## src/rtl/bsc_pkg.sv

```systemverilog
// Shared types and elaboration limits for the bit_sample_counter receive-timing block.
package bsc_pkg;

  typedef enum logic {
    IDLE = 1'b0,
    RUN  = 1'b1
  } state_e;

  localparam int OVERSAMPLE_MIN = 4;
  localparam int OVERSAMPLE_MAX = 64;
  localparam int FRAME_BITS_MIN = 2;
  localparam int FRAME_BITS_MAX = 16;

endpackage

```

## src/rtl/bit_sample_counter_if.sv

```systemverilog
// Control and status bundle between the rx front end, the timing engine and the shift register.
interface bit_sample_counter_if #(
  parameter int OVERSAMPLE = 16,
  parameter int FRAME_BITS = 10
);

  localparam int CNT_W = $clog2(OVERSAMPLE);
  localparam int BIT_W = $clog2(FRAME_BITS);

  logic             tick;
  logic             start;
  logic             abort;
  logic             rxd;
  logic             busy;
  logic [CNT_W-1:0] phase;
  logic [BIT_W-1:0] bit_num;
  logic             sample;
  logic             bit_done;
  logic             frame_done;
  logic             false_start;

  modport master (
    output tick, start, abort, rxd,
    input  busy, phase, bit_num, sample, bit_done, frame_done, false_start
  );

  modport slave (
    input  tick, start, abort, rxd,
    output busy, phase, bit_num, sample, bit_done, frame_done, false_start
  );

endinterface

```

## src/rtl/bit_sample_counter_mod_counter.sv

```systemverilog
// Modulo-N up counter with enable and synchronous clear; wrap_o flags the enabled N-1 -> 0 step.
module mod_counter #(
  parameter int N = 16,
  parameter int W = $clog2(N)
) (
  input  logic         clk,
  input  logic         reset,
  input  logic         en_i,
  input  logic         clr_i,
  output logic [W-1:0] count_o,
  output logic         wrap_o
);

  localparam logic [W-1:0] LAST = W'(N - 1);

  logic [W-1:0] count_q, count_d;

  always_comb begin
    count_d = count_q;
    if (clr_i) begin
      count_d = '0;
    end else if (en_i) begin
      count_d = (count_q == LAST) ? '0 : count_q + 1'b1;
    end
  end

  always_ff @(posedge clk or posedge reset) begin
    if (reset) begin
      count_q <= '0;
    end else begin
      count_q <= count_d;
    end
  end

  assign count_o = count_q;
  assign wrap_o  = en_i && !clr_i && (count_q == LAST);

endmodule

```

## src/rtl/bit_sample_counter.sv

```systemverilog
// Oversampling bit-timing engine: times a frame from the start edge and emits
// mid-bit sample, bit-boundary, frame-complete and false-start strobes.
module bit_sample_counter
  import bsc_pkg::*;
#(
  parameter int OVERSAMPLE = 16,
  parameter int FRAME_BITS = 10
) (
  input logic                 clk,
  input logic                 reset,
  bit_sample_counter_if.slave bus
);

  localparam int CNT_W = $clog2(OVERSAMPLE);
  localparam int BIT_W = $clog2(FRAME_BITS);
  localparam logic [CNT_W-1:0] PRE_MID  = CNT_W'(OVERSAMPLE / 2 - 1);
  localparam logic [BIT_W-1:0] LAST_BIT = BIT_W'(FRAME_BITS - 1);

  if (OVERSAMPLE < OVERSAMPLE_MIN || OVERSAMPLE > OVERSAMPLE_MAX) begin : g_bad_oversample
    $error("bit_sample_counter: OVERSAMPLE outside legal range");
  end
  if (FRAME_BITS < FRAME_BITS_MIN || FRAME_BITS > FRAME_BITS_MAX) begin : g_bad_frame_bits
    $error("bit_sample_counter: FRAME_BITS outside legal range");
  end

  state_e           state_q, state_d;
  logic             busy_q, busy_d;
  logic             sample_q, sample_d;
  logic             bitDone_q, bitDone_d;
  logic             frameDone_q, frameDone_d;
  logic             falseStart_q, falseStart_d;
  logic [CNT_W-1:0] phase;
  logic [BIT_W-1:0] bitNum;
  logic             runTick, midHit, falseHit, cntClr, phaseWrap, frameEnd;

  // The tick that lands phase on MID is the one that produces the sample strobe.
  assign runTick  = (state_q == RUN) && bus.tick && !bus.abort;
  assign midHit   = runTick && (phase == PRE_MID);
  assign falseHit = midHit && (bitNum == '0) && bus.rxd;
  assign cntClr   = bus.abort || falseHit;

  mod_counter #(.N(OVERSAMPLE), .W(CNT_W)) u_phase (
    .clk     (clk),
    .reset   (reset),
    .en_i    (runTick),
    .clr_i   (cntClr),
    .count_o (phase),
    .wrap_o  (phaseWrap)
  );

  mod_counter #(.N(FRAME_BITS), .W(BIT_W)) u_bit (
    .clk     (clk),
    .reset   (reset),
    .en_i    (phaseWrap),
    .clr_i   (cntClr),
    .count_o (bitNum),
    .wrap_o  (frameEnd)
  );

  always_comb begin
    state_d      = state_q;
    busy_d       = busy_q;
    sample_d     = 1'b0;
    bitDone_d    = 1'b0;
    frameDone_d  = 1'b0;
    falseStart_d = 1'b0;
    if (bus.abort) begin
      state_d = IDLE;
      busy_d  = 1'b0;
    end else begin
      case (state_q)
        IDLE: begin
          if (bus.start) begin
            state_d = RUN;
            busy_d  = 1'b1;
          end
        end
        RUN: begin
          if (falseHit) begin
            falseStart_d = 1'b1;
            state_d      = IDLE;
            busy_d       = 1'b0;
          end else if (midHit) begin
            sample_d = 1'b1;
          end
          if (phaseWrap) begin
            bitDone_d = 1'b1;
          end
          if (frameEnd) begin
            frameDone_d = 1'b1;
            state_d     = IDLE;
            busy_d      = 1'b0;
          end
        end
        default: state_d = IDLE;
      endcase
    end
  end

  always_ff @(posedge clk or posedge reset) begin
    if (reset) begin
      state_q      <= IDLE;
      busy_q       <= 1'b0;
      sample_q     <= 1'b0;
      bitDone_q    <= 1'b0;
      frameDone_q  <= 1'b0;
      falseStart_q <= 1'b0;
    end else begin
      state_q      <= state_d;
      busy_q       <= busy_d;
      sample_q     <= sample_d;
      bitDone_q    <= bitDone_d;
      frameDone_q  <= frameDone_d;
      falseStart_q <= falseStart_d;
    end
  end

  assign bus.busy        = busy_q;
  assign bus.phase       = phase;
  assign bus.bit_num     = bitNum;
  assign bus.sample      = sample_q;
  assign bus.bit_done    = bitDone_q;
  assign bus.frame_done  = frameDone_q;
  assign bus.false_start = falseStart_q;

endmodule
```

## src/flat_wrapper.sv

```systemverilog
// flat-port wrapper written by rule: the top's interface ports become plain ports
module bit_sample_counter_flat import bsc_pkg::*;
#(
  parameter int OVERSAMPLE = 16,
  parameter int FRAME_BITS = 10
)
  (clk, reset, bus_tick, bus_start, bus_abort, bus_rxd, bus_busy, bus_phase, bus_bit_num, bus_sample, bus_bit_done, bus_frame_done, bus_false_start);
  bit_sample_counter_if #(.OVERSAMPLE(OVERSAMPLE), .FRAME_BITS(FRAME_BITS)) bus_i ();
  input logic clk;
  input logic reset;
  input wire logic [$bits(bus_i.tick)-1:0] bus_tick;
  input wire logic [$bits(bus_i.start)-1:0] bus_start;
  input wire logic [$bits(bus_i.abort)-1:0] bus_abort;
  input wire logic [$bits(bus_i.rxd)-1:0] bus_rxd;
  output wire logic [$bits(bus_i.busy)-1:0] bus_busy;
  output wire logic [$bits(bus_i.phase)-1:0] bus_phase;
  output wire logic [$bits(bus_i.bit_num)-1:0] bus_bit_num;
  output wire logic [$bits(bus_i.sample)-1:0] bus_sample;
  output wire logic [$bits(bus_i.bit_done)-1:0] bus_bit_done;
  output wire logic [$bits(bus_i.frame_done)-1:0] bus_frame_done;
  output wire logic [$bits(bus_i.false_start)-1:0] bus_false_start;
  assign bus_i.tick = bus_tick;
  assign bus_i.start = bus_start;
  assign bus_i.abort = bus_abort;
  assign bus_i.rxd = bus_rxd;
  assign bus_busy = bus_i.busy;
  assign bus_phase = bus_i.phase;
  assign bus_bit_num = bus_i.bit_num;
  assign bus_sample = bus_i.sample;
  assign bus_bit_done = bus_i.bit_done;
  assign bus_frame_done = bus_i.frame_done;
  assign bus_false_start = bus_i.false_start;
  bit_sample_counter #(.OVERSAMPLE(OVERSAMPLE), .FRAME_BITS(FRAME_BITS)) u_core (.clk(clk), .reset(reset), .bus(bus_i));
endmodule
```

## config.mk

```make
export PLATFORM = sky130hd
export DESIGN_NAME = bit_sample_counter_flat
export DESIGN_NICKNAME = d
export VERILOG_FILES = /design/src/rtl/bsc_pkg.sv /design/src/rtl/bit_sample_counter_if.sv /design/src/rtl/bit_sample_counter_mod_counter.sv /design/src/rtl/bit_sample_counter.sv /design/src/flat_wrapper.sv
export SDC_FILE = /design/constraint.sdc
export NUM_CORES = 1
export LEC_CHECK = 0
export CAP_MARGIN = 25
export CORE_MARGIN = 5
export CORE_UTILIZATION = 50
export CTS_BUF_LIST = sky130_fd_sc_hd__clkbuf_16
export DETAILED_ROUTE_END_ITERATION = 7
export GPL_TIMING_DRIVEN = 0
export PLACE_DENSITY = 0.82
export SLEW_MARGIN = 20
export SYNTH_ARGS = -nofsm -noshare
export SYNTH_HDL_FRONTEND = slang
export SYNTH_HIERARCHICAL = 1
export SYNTH_SLANG_ARGS = --single-unit
```

## constraint.sdc

```tcl
create_clock -name clk -period 6.5 [get_ports clk]
set_input_delay 0.65 -clock clk [delete_from_list [all_inputs] [get_ports clk]]
set_output_delay 0.65 -clock clk [all_outputs]
set_load 0.03 [all_outputs]
```

# Word-level counts from Yosys, hierarchy flattened
# Index checks and enable logic that the tools add are counted.
dict set report word_totals {
  reg_bits 14
  out_inout_bits 13
  input_bits 6
  elab_cells 61
}
dict set report op_classes {
  n_mux 29
  n_eq_ne 5
  bitwise 1
  reduce_logical 16
  n_addsub 2
}
# cell count
set ops {}
lappend ops {{$mux W4} 6}
lappend ops {{$mux W1} 21}
lappend ops {{$logic_and A1 B1 Y1} 9}
lappend ops {{$add A4 B1 Y4 const B} 2}
lappend ops {{$eq A4 B4 Y1 const B} 2}
lappend ops {{$eq A4 B3 Y1 const B} 1}
lappend ops {{$logic_not A4 Y1} 1}
lappend ops {{$ne A4 B4 Y1 const B} 1}
lappend ops {{$pmux W1 S2} 2}
lappend ops {{$reduce_bool A2 Y1} 2}
lappend ops {{$ne A3 B3 Y1 const B} 1}
lappend ops {{$logic_not A1 Y1} 2}
lappend ops {{$reduce_and A2 Y1} 1}
lappend ops {{$logic_or A1 B1 Y1} 1}
lappend ops {{$not A1 Y1} 1}

# Depth between registers and ports, before layout
dict set report logic_depth {
  depth_word 14
  mapped_depth 7
}

# Modules after synthesis
# Netlist, hierarchy kept.
# mod cells_each area_each_um2 n_inst
set modules_own_cells {}
lappend modules_own_cells {bit_sample_counter 26 292.8 1}
lappend modules_own_cells {{mod_counter (u_core.u_bit)} 26 250.2 1}
lappend modules_own_cells {{mod_counter (u_core.u_phase)} 23 212.7 1}

# Least setup slack after synthesis
# Ideal clock, no wire load.
dict set report synth_path {
  path_kind {reg2reg}
  start {register u_core.u_phase.count_q[0] (netlist: u_core/u_phase/count_o[0])}
  end {register u_core.busy_q (netlist: u_core/bus.busy)}
  stages_incl_launch_ff 8
  slack_ps 4090
  period_less_slack_ps 2410
  path_buffers 0
  t_arrival_ps 2281
  cell_sequence {dfrtp_1 -> and4b_1 -> and4_4 -> a21o_1 -> nor3_1 -> nor3b_1 -> or3b_2 -> o21ai_0}
}
dict set report synth_via {
  elab_chain_len 13
  elab_cells_between_ends 16
  classes_between {eq/ne (3); mux (3); reduce/logical (10)}
}
# item line_no
set synth_lines {}
lappend synth_lines {{start, declared} bit_sample_counter_mod_counter.sv:16} ;# logic [W-1:0] count_q, count_d;
lappend synth_lines {{start signal, assigned} bit_sample_counter_mod_counter.sv:31} ;# count_q <= count_d;
lappend synth_lines {{$eq A4 B3 Y1 *} bit_sample_counter.sv:38} ;# assign midHit = runTick && (phase == PRE_MID);
lappend synth_lines {{$logic_and A1 B1 Y1 *} bit_sample_counter.sv:38}
lappend synth_lines {{$logic_and A1 B1 Y1 * (2 in series)} bit_sample_counter.sv:39} ;# assign falseHit = midHit && (bitNum == '0) && bus.rxd;
lappend synth_lines {{$logic_or A1 B1 Y1 *} bit_sample_counter.sv:40} ;# assign cntClr = bus.abort || falseHit;
lappend synth_lines {{named net u_core.cntClr} bit_sample_counter.sv:34} ;# logic runTick, midHit, falseHit, cntClr, phaseWrap, frameEnd;
lappend synth_lines {{$logic_not A1 Y1 *} bit_sample_counter_mod_counter.sv:36} ;# assign wrap_o = en_i && !clr_i && (count_q == LAST);
lappend synth_lines {{$logic_and A1 B1 Y1 * (2 in series)} bit_sample_counter_mod_counter.sv:36}
lappend synth_lines {{named net u_core.phaseWrap} bit_sample_counter.sv:34}
lappend synth_lines {{$logic_and A1 B1 Y1 * (2 in series)} bit_sample_counter_mod_counter.sv:36}
lappend synth_lines {{named net u_core.frameEnd} bit_sample_counter.sv:34}
lappend synth_lines {{$mux W1} bit_sample_counter.sv:89} ;# if (frameEnd) begin
lappend synth_lines {{$pmux W1 S2} bit_sample_counter.sv:71} ;# case (state_q)
lappend synth_lines {{$mux W1} bit_sample_counter.sv:67} ;# if (bus.abort) begin
lappend synth_lines {{end signal, assigned} bit_sample_counter.sv:110} ;# busy_q <= busy_d;
lappend synth_lines {{end, declared} bit_sample_counter.sv:27} ;# logic busy_q, busy_d;
# The timed path passes the listed nets; every way through them passes the cells marked *.
# A chain may end at the register's enable or synchronous reset.

# Final worst setup path
dict set report layout_path {
  start {input bus_abort}
  end {register u_core.busy_q (netlist: u_core/bus.busy)}
}
dict set report layout_via {
  elab_chain_len 14
  elab_cells_between_ends 17
  classes_between {eq/ne (2); mux (3); reduce/logical (12)}
}
# item line_no
set layout_lines {}
lappend layout_lines {{start, declared} flat_wrapper.sv:13} ;# input wire logic [$bits(bus_i.abort)-1:0] bus_abort;
lappend layout_lines {{$logic_not A1 Y1 *} bit_sample_counter.sv:37} ;# assign runTick = (state_q == RUN) && bus.tick && !bus.abort;
lappend layout_lines {{$logic_and A1 B1 Y1 *} bit_sample_counter.sv:37}
lappend layout_lines {{named net u_core.runTick} bit_sample_counter.sv:34}
lappend layout_lines {{$logic_and A1 B1 Y1} bit_sample_counter.sv:38}
lappend layout_lines {{$logic_and A1 B1 Y1 (2 in series)} bit_sample_counter.sv:39}
lappend layout_lines {{$logic_or A1 B1 Y1} bit_sample_counter.sv:40}
lappend layout_lines {{$logic_not A1 Y1} bit_sample_counter_mod_counter.sv:36}
lappend layout_lines {{$logic_and A1 B1 Y1 * (2 in series)} bit_sample_counter_mod_counter.sv:36}
lappend layout_lines {{named net u_core.phaseWrap} bit_sample_counter.sv:34}
lappend layout_lines {{$logic_and A1 B1 Y1 * (2 in series)} bit_sample_counter_mod_counter.sv:36}
lappend layout_lines {{named net u_core.frameEnd} bit_sample_counter.sv:34}
lappend layout_lines {{$mux W1} bit_sample_counter.sv:89}
lappend layout_lines {{$pmux W1 S2} bit_sample_counter.sv:71}
lappend layout_lines {{$mux W1} bit_sample_counter.sv:67}
# Marks and branches as above.

==> run_summary.xml <==
<?xml version="1.0" encoding="UTF-8"?>
<metrics>
  <group name="timing">
    <metric name="setup_tns" unit="ps">0</metric>
    <metric name="layout_min_cycle_time" unit="ps">3020</metric>
    <metric name="fmax" unit="MHz">331</metric>
    <metric name="setup-violations-final" unit="">0</metric>
    <metric name="final.period_utilization" unit="%">46.5</metric>
    <metric name="hold_viol" unit="">0</metric>
    <metric name="rsz_0062_raised_after_global_routing" unit="">no</metric>
    <metric name="clock_skew" unit="ps">5.50</metric>
    <metric name="worstMarginPinSlew" unit="ps">817</metric>
    <metric name="slew_violations" unit="">0</metric>
    <metric name="slew_headroom" unit="%">45.1</metric>
  </group>
  <group name="route">
    <metric name="drcViolationCount" unit="">0</metric>
    <metric name="drt_iter0_drc" unit="">3</metric>
    <metric name="routed_wire_length_per_instance" unit="um">14.6</metric>
    <metric name="wirelength" unit="um">1650</metric>
    <metric name="detail-route-antenna-nets" unit="">0</metric>
    <metric name="detail_route.vias_per_cell" unit="">5.48</metric>
    <metric name="via_count" unit="">619</metric>
    <metric name="drt_pass1_iterations" unit="">4</metric>
  </group>
  <group name="cells_and_area">
    <metric name="final_nets" unit="">107</metric>
    <metric name="n_fill_cell" unit="">110</metric>
    <metric name="antenna-diode-count" unit="">0</metric>
    <metric name="area_delta_synth_final" unit="%">36.9</metric>
    <metric name="final_core_utilization" unit="%">70.3</metric>
    <metric name="area_of_the_multi_input_gates" unit="um2">387</metric>
    <metric name="area.sequential" unit="um2">350</metric>
    <metric name="final_layout_size_suffix_gt1_share" unit="%">11.3</metric>
  </group>
  <group name="synth">
    <metric name="syn-mean-instance-area" unit="um2">10.1</metric>
    <metric name="synth_fp_nets" unit="">84</metric>
    <metric name="synth.ff_latch_count" unit="">14</metric>
    <metric name="ys.warnings.count" unit="">6</metric>
    <metric name="seq_area_frac_synth" unit="%">46.4</metric>
    <metric name="synth_cell_type_count" unit="">28</metric>
    <metric name="netlist_instances" unit="">75</metric>
    <metric name="post_synthesis_instance_area" unit="um2">756</metric>
  </group>
  <group name="global_route">
    <metric name="grt_ovf" unit="">0</metric>
    <metric name="grt_first_pass_wirelength" unit="um">2810</metric>
    <metric name="grt.total_usage" unit="%">15.0</metric>
    <metric name="grt_start_max_net_pins" unit="">11</metric>
    <metric name="number_of_global_route_vias_before_repair" unit="">618</metric>
    <metric name="antenna_found_initial" unit="">0</metric>
  </group>
  <group name="clock_network">
    <metric name="cts_bufs_inserted" unit="">3</metric>
    <metric name="clock_path_buffers" unit="">2</metric>
    <metric name="ctsRootBufferMaster" unit="">sky130_fd_sc_hd__clkbuf_16</metric>
    <metric name="cts_resized" unit="">0</metric>
    <metric name="numClockSinks" unit="">14</metric>
    <metric name="tritoncts_clock_tree" unit="">yes</metric>
    <metric name="clk_latency" unit="ps">240</metric>
    <metric name="cts_max_level" unit="">1</metric>
    <metric name="cts.repair_timing.setup_buffer_count" unit="">0</metric>
    <metric name="postCtsHoldBufs" unit="">0</metric>
    <metric name="cts.clk_slew.worst_paths" unit="ps">50</metric>
  </group>
  <group name="placed_design">
    <metric name="total_of_buffers_placed_on_input_and_output_ports" unit="">18</metric>
    <metric name="globalplace.congestion" unit="">0.730</metric>
    <metric name="dp.final_hpwl" unit="um">1150</metric>
  </group>
  <group name="power_and_ir_drop">
    <metric name="vdd.ir_drop.worst" unit="mV">0.186</metric>
    <metric name="leakage" unit="nW">0.446</metric>
    <metric name="power_per_cell_area" unit="nW/um2">215</metric>
    <metric name="pwr-share-clk" unit="%">50.8</metric>
    <metric name="power.share.sequential" unit="%">41.1</metric>
    <metric name="sw_frac_of_total" unit="%">19.7</metric>
    <metric name="netSwitchingPower" unit="W">0.0000438</metric>
    <metric name="comb_power_share" unit="%">8.1</metric>
    <metric name="internal_power" unit="W">0.000179</metric>
  </group>
  <group name="worst_setup_path">
    <metric name="crit_path_start_kind" unit="">primary input</metric>
    <metric name="cp_max_fo" unit="">9</metric>
    <metric name="timing.setup.critical_path_class" unit="">primary input to register</metric>
    <metric name="worst_setup_path_end_kind" unit="">register</metric>
    <metric name="worst_ep_required_time" unit="ps">6620</metric>
    <metric name="worstPathArrival" unit="ps">3140</metric>
  </group>
  <group name="job">
    <metric name="cap_viol_max_count" unit="">0</metric>
  </group>
  <group name="floorplanning">
    <metric name="design.die.area" unit="um2">2390</metric>
    <metric name="floorplan.rows" unit="">14</metric>
    <metric name="die_boundary_height" unit="um">48.9</metric>
    <metric name="horiz_die_dim" unit="um">48.9</metric>
    <metric name="io_pins" unit="">19</metric>
    <metric name="core_area" unit="um2">1470</metric>
    <metric name="initial_core_util" unit="%">51.4</metric>
  </group>
  <group name="hold_path">
    <metric name="hold_class" unit="">register to register</metric>
  </group>
  <group name="outcome">
    <metric name="status" unit="">finished clean</metric>
  </group>
</metrics>
==> cells by family after synthesis <==
kind of cell | Yosys count | synth area share [%]
adders and majority gates | 3 | 4.97
and+or+nand+nor | 35 | 30.5
buffers and inverters | 5 | 2.48
AOI/OAI and AO/OA | 16 | 13.2
muxes | 1 | 1.32
DFF | 14 | 46.4
xor gates and xnor gates | 1 | 1.16
==> metrics by stage <==
stage	instance area [um2]	instances	power [W]	hold slack [ps]	setup WS, ps
global route	1030	113	0.000233	580	3260
CTS	1030	113	0.000226	536	3480
detailed placement	956	109	0.000111	517	3310
finish	1030	113	0.000222	534	3480
floorplan	756	75	0.000102	416	4090
global placement	956	109	0.000110	517	3370
==> routing by layer <==
| layer | global-route usage [%] | share of wire [%] |
|---|---|---|
| met5 | 0 | 0 |
| met4 | 4.04 | 0.48 |
| met3 | 5.50 | 5.5 |
| met2 | 26.3 | 52 |
| met1 | 16.9 | 41 |
==> cells in the final DEF (no fill, tap or decap), drive strengths merged <==
cell,n
or3,1
and2,3
nand2b,3
nand2,9
nand3,2
mux2i,1
ha,3
a21o,1
nor4,1
nor3,1
or3b,2
xor2,1
o21ai,5
clkbuf,3
nor2b,1
inv,5
and4,1
o41ai,1
and4b,2
nor3b,1
nor2,4
clkinv,1
a21oi,8
nand3b,4
clkdlybuf4s50,18
dfrtp,14
a21boi,1
==> cell type report <==
type                            count  share of cell area [%]
Sequential cell                    14                    33.9
Inverter                            5                    1.81
Multi-Input combinational cell     56                    37.4
Clock buffer                        3                    7.26
Clock inverter                      1                   0.363
Tap cell                           16                    1.93
Timing Repair Buffer               18                    17.4
==> cell usage after synthesis <==
master | n | share of area [%]
sky130_fd_sc_hd__o41ai_2 | 1 | 2.2
sky130_fd_sc_hd__nor3_1 | 1 | 0.66
sky130_fd_sc_hd__nand2_2 | 2 | 1.7
sky130_fd_sc_hd__and2_1 | 3 | 2.5
sky130_fd_sc_hd__or3b_1 | 1 | 1.2
sky130_fd_sc_hd__nor3b_1 | 1 | 0.99
sky130_fd_sc_hd__inv_1 | 5 | 2.5
sky130_fd_sc_hd__nor4_4 | 1 | 2.8
sky130_fd_sc_hd__or3_1 | 1 | 0.83
sky130_fd_sc_hd__a21boi_0 | 1 | 0.99
sky130_fd_sc_hd__nand2_1 | 7 | 3.5
sky130_fd_sc_hd__nand2b_1 | 3 | 2.5
sky130_fd_sc_hd__and4_4 | 1 | 1.5
sky130_fd_sc_hd__or3b_2 | 1 | 1.2
sky130_fd_sc_hd__a21oi_2 | 1 | 1.2
sky130_fd_sc_hd__ha_1 | 3 | 5.0
sky130_fd_sc_hd__and4b_1 | 2 | 2.6
sky130_fd_sc_hd__nand3_1 | 2 | 1.3
sky130_fd_sc_hd__nor2b_1 | 1 | 0.83
sky130_fd_sc_hd__o21ai_0 | 5 | 3.3
sky130_fd_sc_hd__xor2_1 | 1 | 1.2
sky130_fd_sc_hd__nand3b_2 | 1 | 1.5
sky130_fd_sc_hd__nor2_1 | 4 | 2.0
sky130_fd_sc_hd__dfrtp_1 | 14 | 46
sky130_fd_sc_hd__a21o_1 | 1 | 0.99
sky130_fd_sc_hd__a21oi_1 | 7 | 4.6
sky130_fd_sc_hd__nand3b_1 | 3 | 3.0
sky130_fd_sc_hd__mux2i_1 | 1 | 1.3
==> critical path, cell delays in order <==
cell and delay, ps:
sky130_fd_sc_hd__clkdlybuf4s50_1 490, sky130_fd_sc_hd__nor2b_1 260, sky130_fd_sc_hd__and2_1 290, sky130_fd_sc_hd__nand2_2 100, sky130_fd_sc_hd__nor3_1 640, sky130_fd_sc_hd__nor3b_1 470, sky130_fd_sc_hd__or3b_2 190, sky130_fd_sc_hd__o21ai_0 60
==> final timing paths <==
kind / start / to / slack (ps) / cells past startpoint
hold / removal: u_core/bus.busy$_DFFE_PP0P_ / u_core/bus.busy$_DFFE_PP0P_ / 530 / 2
hold reg to reg: u_core/bus.busy$_DFFE_PP0P_ / u_core/bus.busy$_DFFE_PP0P_ / 530 / 2
setup reg to reg: u_core/u_phase/count_o[0]$_DFFE_PP0P_ / u_core/bus.busy$_DFFE_PP0P_ / 3720 / 7
setup / recovery: bus_abort / u_core/bus.busy$_DFFE_PP0P_ / 3480 / 8
max in group asynchronous: reset / u_core/bus.sample$_DFF_PP0_ / 5600 / 2
min in group asynchronous: reset / u_core/u_phase/count_o[0]$_DFFE_PP0P_ / 690 / 2
==> power by group through the flow <==
stage          Clock (W)  Sequential (W)  Combinational, W
2_1_floorplan          0       0.0000950        0.00000725
3_3_place_gp           0       0.0000926         0.0000178
3_5_place_dp           0       0.0000926         0.0000182
4_1_cts         0.000116       0.0000913         0.0000183
5_1_grt         0.000121       0.0000916         0.0000200
6_report        0.000113       0.0000914         0.0000181
==> state kept, by name, summed over array words and instances, names as in the netlist <==
register	count
u_core/bus.bit_done	1
u_core/bus.sample	1
u_core/bus.false_start	1
u_core/bus.frame_done	1
u_core/bus.busy	1
u_core/u_bit/count_o	4
u_core/state_q	1
u_core/u_phase/count_o	4
No activity file was read; power rests on OpenSTA's default activity.
